===== config.mk =====
export PLATFORM = sky130hd
export DESIGN_NAME = mem_port_arbiter
export DESIGN_NICKNAME = d
export VERILOG_FILES = /design/src/rtl/mem_port_arbiter.sv
export SDC_FILE = /design/constraint.sdc
export NUM_CORES = 1
export LEC_CHECK = 0
export ABC_CLOCK_PERIOD_IN_PS = 2700
export CAP_MARGIN = 20
export CORE_ASPECT_RATIO = 0.7
export CORE_UTILIZATION = 39
export CTS_CLUSTER_DIAMETER = 150
export CTS_CLUSTER_SIZE = 24
export DETAILED_ROUTE_END_ITERATION = 10
export PLACE_DENSITY = 0.86
export SLEW_MARGIN = 0
export SYNTH_ARGS = -nofsm -noshare
export SYNTH_HDL_FRONTEND = slang
export SYNTH_SLANG_ARGS = --single-unit

===== constraint.sdc =====
create_clock -name clk_i -period 2.7 [get_ports clk_i]
set_input_delay 0.675 -clock clk_i [delete_from_list [all_inputs] [get_ports clk_i]]
set_output_delay 0.675 -clock clk_i [all_outputs]
set_load 0.01 [all_outputs]

===== src/rtl/mem_port_arbiter.sv =====
// Shares one req/gnt/rvalid memory port between instruction fetch (IF) and load/store (LS).
// LS has priority, and a starvation counter guarantees that a pending fetch eventually wins.
//
//   state   | meaning
//   --------+---------------------------------------------------------------
//   IDLE    | no transaction in flight; arbitrate on every cycle
//   REQ     | mem_req_o high with latched fields; waiting for mem_gnt_i
//   WAIT    | address accepted; waiting for mem_rvalid_i, then arbitrate
module mem_port_arbiter #(
    parameter int unsigned STARVE_LIMIT = 4,
    parameter int unsigned DATA_W       = 32
) (
    input  logic              clk_i,
    input  logic              rst_n_i,
    input  logic              if_req_i,
    input  logic [DATA_W-1:0] if_addr_i,
    output logic              if_gnt_o,
    output logic              if_rvalid_o,
    output logic [DATA_W-1:0] if_rdata_o,
    input  logic              ls_req_i,
    input  logic              ls_we_i,
    input  logic [3:0]        ls_be_i,
    input  logic [DATA_W-1:0] ls_addr_i,
    input  logic [DATA_W-1:0] ls_wdata_i,
    output logic              ls_gnt_o,
    output logic              ls_rvalid_o,
    output logic [DATA_W-1:0] ls_rdata_o,
    output logic              mem_req_o,
    output logic              mem_we_o,
    output logic [3:0]        mem_be_o,
    output logic [DATA_W-1:0] mem_addr_o,
    output logic [DATA_W-1:0] mem_wdata_o,
    input  logic              mem_gnt_i,
    input  logic              mem_rvalid_i,
    input  logic [DATA_W-1:0] mem_rdata_i,
    output logic              busy_o
);

    localparam int unsigned        CNT_W   = (STARVE_LIMIT < 1) ? 1 : $clog2(STARVE_LIMIT + 1);
    localparam logic [CNT_W-1:0]   LIMIT_C = CNT_W'(STARVE_LIMIT);

    typedef enum logic [1:0] {
        ST_IDLE = 2'd0,
        ST_REQ  = 2'd1,
        ST_WAIT = 2'd2
    } state_e;

    typedef enum logic {
        OWN_IF = 1'b0,
        OWN_LS = 1'b1
    } owner_e;

    state_e              state_q;
    owner_e              owner_q;
    logic [CNT_W-1:0]    starve_cnt_q;
    logic [CNT_W-1:0]    starve_cnt_d;
    logic                mem_req_q;
    logic                mem_we_q;
    logic [3:0]          mem_be_q;
    logic [DATA_W-1:0]   mem_addr_q;
    logic [DATA_W-1:0]   mem_wdata_q;

    logic                arb_window;
    logic                starve_full;
    logic                if_win;
    logic                ls_win;

    // A completing response frees the port in the same cycle, so the next winner is picked then.
    always_comb begin
        arb_window  = (state_q == ST_IDLE) || ((state_q == ST_WAIT) && mem_rvalid_i);
        starve_full = (starve_cnt_q == LIMIT_C);
        if_win      = if_req_i && (!ls_req_i || starve_full);
        ls_win      = ls_req_i && !if_win;
    end

    always_comb begin
        starve_cnt_d = starve_cnt_q;
        if (!if_req_i) begin
            starve_cnt_d = '0;
        end else if (arb_window && if_win) begin
            starve_cnt_d = '0;
        end else if (arb_window && ls_win && !starve_full) begin
            starve_cnt_d = starve_cnt_q + 1'b1;
        end
    end

    always_ff @(posedge clk_i or negedge rst_n_i) begin
        if (!rst_n_i) begin
            state_q      <= ST_IDLE;
            owner_q      <= OWN_IF;
            starve_cnt_q <= '0;
            mem_req_q    <= 1'b0;
            mem_we_q     <= 1'b0;
            mem_be_q     <= 4'h0;
            mem_addr_q   <= '0;
            mem_wdata_q  <= '0;
        end else begin
            starve_cnt_q <= starve_cnt_d;
            case (state_q)
                ST_REQ: begin
                    if (mem_gnt_i) begin
                        state_q   <= ST_WAIT;
                        mem_req_q <= 1'b0;
                    end
                end
                ST_IDLE, ST_WAIT: begin
                    if (arb_window) begin
                        if (if_win) begin
                            state_q    <= ST_REQ;
                            owner_q    <= OWN_IF;
                            mem_req_q  <= 1'b1;
                            mem_we_q   <= 1'b0;
                            mem_be_q   <= 4'hF;
                            mem_addr_q <= if_addr_i;
                        end else if (ls_win) begin
                            state_q     <= ST_REQ;
                            owner_q     <= OWN_LS;
                            mem_req_q   <= 1'b1;
                            mem_we_q    <= ls_we_i;
                            mem_be_q    <= ls_be_i;
                            mem_addr_q  <= ls_addr_i;
                            mem_wdata_q <= ls_wdata_i;
                        end else begin
                            state_q   <= ST_IDLE;
                            mem_req_q <= 1'b0;
                        end
                    end
                end
                default: begin
                    state_q   <= ST_IDLE;
                    mem_req_q <= 1'b0;
                end
            endcase
        end
    end

    // Grants and responses are routed combinationally so no cycle is lost in either phase.
    always_comb begin
        if_gnt_o    = (state_q == ST_REQ)  && mem_gnt_i    && (owner_q == OWN_IF);
        ls_gnt_o    = (state_q == ST_REQ)  && mem_gnt_i    && (owner_q == OWN_LS);
        if_rvalid_o = (state_q == ST_WAIT) && mem_rvalid_i && (owner_q == OWN_IF);
        ls_rvalid_o = (state_q == ST_WAIT) && mem_rvalid_i && (owner_q == OWN_LS);
    end

    assign if_rdata_o  = mem_rdata_i;
    assign ls_rdata_o  = mem_rdata_i;
    assign mem_req_o   = mem_req_q;
    assign mem_we_o    = mem_we_q;
    assign mem_be_o    = mem_be_q;
    assign mem_addr_o  = mem_addr_q;
    assign mem_wdata_o = mem_wdata_q;
    assign busy_o      = (state_q != ST_IDLE);

endmodule


==> flow_metrics.py <==
metrics = {
    "yosys": {
        "syn_area_per_cell_um2": 11.1,
        "synth_cells": 381,
        "yosysSeqAreaShare_pct": 45.0,
        "yosys_warnings": 0,
        "syn-num-nets": 522,
        "synth_edf_count": 0,
        "synth_area_leader_cell": "dfrtp_1",
        "yosysUniqueCellTypes": 35,
        "yosys.area.top_type_share_pct": 45.0,
        "synth_flop_cell": "dfrtp_1",
        "synth_area_um2": 4220,
        "async_flop_share_pct": 100,
        "synth.most_common_cell": "dfrtp_1",
        "ys_top_cells_by_count": "dfrtp_1, buf_4, a31oi_1",
        "synth.ff_latch_count": 76,
        "yosys-top-cells-area": "dfrtp_1, buf_4, mux2_4",
    },
    "sta": {
        "period_minus_slack_ns": 2.68,
        "hold_viol": 0,
        "tightest_slew_ns": 0.682,
        "setup_ws_ns": 0.0238,
        "setup_viol": 0,
        "maxSlewViolCount": 0,
        "fmax_ghz": 0.374,
        "tns_ns": 0,
        "finalCritPeriodShare_pct": 99.1,
        "finClkSkew_ns": 0.00546,
        "slew_headroom_pct": 54.5,
    },
    "grt": {
        "grt_pass1_vias": 3503,
        "use_met3_pct": 5.09,
        "grt_use_met1_pct": 24.2,
        "grt_pass1_wl_mm": 18.1,
        "track_usage_pct": 20.9,
        "gr-total-overflow": 0,
        "grt_max_degree": 46,
        "gr-max-usage-layer": "met2",
        "antenna_found_initial": 0,
        "met2_usage_pct": 37.0,
    },
    "finish": {
        "fin_util_pct": 56.9,
        "fill_cells": 855,
        "seqCellArea_um2": 1900,
        "drive_above_1_share_pct": 18.0,
        "fin_area_um2": 5940,
        "syn_to_final_growth_pct": 40.6,
        "multi_input_area_um2": 1610,
        "antenna-diode-count": 0,
        "nets": 630,
    },
    "clock_tree": {
        "cts_root_buffer": "clkbuf_16",
        "numClockSinks": 76,
        "numCtsBuffers": 9,
        "cts_max_level": 3,
        "hold_buffers": 0,
        "clkSlewWorstSetupHoldPaths_ns": 0.06,
        "clock_path_buffers": 2,
        "cts_tree": "yes",
        "insertion_delay_ns": 0.33,
    },
    "setup_path": {
        "cp_cell_sequence": "clkdlybuf4s50_1 -> nand3b_1 -> nor2_1 -> clkdlybuf4s50_1",
        "critical_path.top_delay_family": "buffers and inverters",
        "crit_type": "in -> out",
        "worst_ep_required_time_ns": 2.03,
        "max_stage_delay_ns": 0.56,
        "worstReg2RegEnd": "mem_wdata_o[22]",
        "crit_top_cell": "clkdlybuf4s50_1",
        "arrival_ns": 2.00,
        "cp-end-kind": "output port",
        "reg2reg_slack_ns": 0.68,
        "crit_fanout": 2,
        "r2r_start": "state_q[0]",
        "slowest_stage": "clkdlybuf4s50_1",
        "worst-path-buf-inv": 2,
        "rr_worst_depth": 5,
        "startpoint_type": "input port",
        "worstSetupPathDepth": 4,
    },
    "placement": {
        "dp_slack_ns": 0.0522,
        "io_buffers": 181,
        "globalplace.congestion": 0.769,
        "post_dp_cell_area_um2": 5640,
        "dpl.hpwl_mm": 8.28,
    },
    "routing": {
        "drt_iter0_markers": 254,
        "ant_nets": 0,
        "dr.pass1.iters": 4,
        "drc": 0,
        "vias": 3482,
        "wl_mm": 12.1,
        "post_drt_wl_per_cell_um": 19.3,
        "avgViaCountPerCell": 5.56,
    },
    "floorplan": {
        "core_area_um2": 10400,
        "io_pins": 278,
        "rows": 31,
        "dieArea_um2": 11300,
        "initial_utilization_pct": 40.5,
        "die_w_um": 126,
        "die_h_um": 89.1,
    },
    "status": {
        "status": "finished clean",
    },
    "pwr": {
        "vdd_drop_max_uv": 358,
        "cellPowerDensity_nw_per_um2": 1060,
        "p_leak_nw": 2.36,
    },
    "min_path": {
        "hold_class": "in -> async",
    },
    "flow_run": {
        "drv_cap": 0,
    },
}
timing repair:
item,4_1_cts,5_1_grt
gates resized for setup,0,3
endpoints found under the hold margin,0,0
setup buffers,0,1
endpoints found under the setup margin,0,4
worst max-delay path by stage:
stage / end / slack (ns) / startpoint
floorplan: mem_wdata_o[0] / 0.88 / if_req_i
global placement: ls_rvalid_o / 0.09 / mem_rvalid_i
detailed placement: ls_gnt_o / 0.05 / mem_gnt_i
CTS: ls_gnt_o / 0.05 / mem_gnt_i
global route: ls_gnt_o / -0.06 / mem_gnt_i
finish: ls_gnt_o / 0.02 / mem_gnt_i
state kept, by name (all words and copies together) (netlist names):
signal	cells
mem_we_o	1
mem_req_o	1
state_q	2
mem_be_o	4
mem_wdata_o	32
starve_cnt_q	3
owner_q	1
mem_addr_o	32
report_power, final:
group | internal, mW | total, mW | switching [mW] | leakage [nW]
clock network | 0.637 | 1.15 | 0.509 | 0.135
logic | 1.80 | 3.07 | 1.27 | 1.35
registers | 1.70 | 2.05 | 0.353 | 0.877
area by class of cell:
type,count,share of cell area (%)
inverter,6,0.379
clock buffer,9,3.79
clock inverter,7,0.969
timing repair buffer,195,33.0
sequential,76,32.0
multi-input combinational,201,27.1
tap,132,2.78
routing by layer:
layer / wire, µm / up-vias
met5: 0 / -
met2: 5950 / 203
li1: - / 1532
met1: 4800 / 1706
met3: 950 / 41
met4: 381 / 0
kinds of logic (layout without fill, tap and decap cells):
group,Yosys count,after routing,synth area share [%]
AO/OA/AOI/OAI,114,114,19.5
buffers and inverters,104,217,16.9
flip-flops,76,76,45.0
AND/OR/NAND/NOR,53,53,6.78
multiplexers,32,32,11.1
adder cells (fa/ha/maj),2,2,0.592
placed cells by master (no fill, tap or decap), types with 2 or more instances in the layout:
cell type        instances
nand2_1                  3
clkdlybuf4s50_1        177
nand4_1                  2
clkinvlp_4               2
clkbuf_16                9
nor3b_1                  3
mux2_4                  29
ha_1                     2
dfrtp_1                 76
inv_1                    5
nor2_1                   2
nand3_1                 33
a31oi_1                 44
a31oi_2                 20
nor3_1                   2
dlymetal6s2s_1           3
o21ai_0                 37
inv_6                    3
or2_1                    2
o22a_1                   4
a21oi_1                  3
mux2_2                   3
buf_12                   3
buf_4                   12
metrics by stage:
stage,instances,hold slack [ns],power (mW)
floorplan,381,0.379,3.65
global placement,609,0.473,5.00
detailed placement,609,0.481,5.13
CTS,625,0.283,6.32
global route,626,0.312,6.59
finish,626,0.286,6.27
No activity file was read; power rests on OpenSTA's default activity.
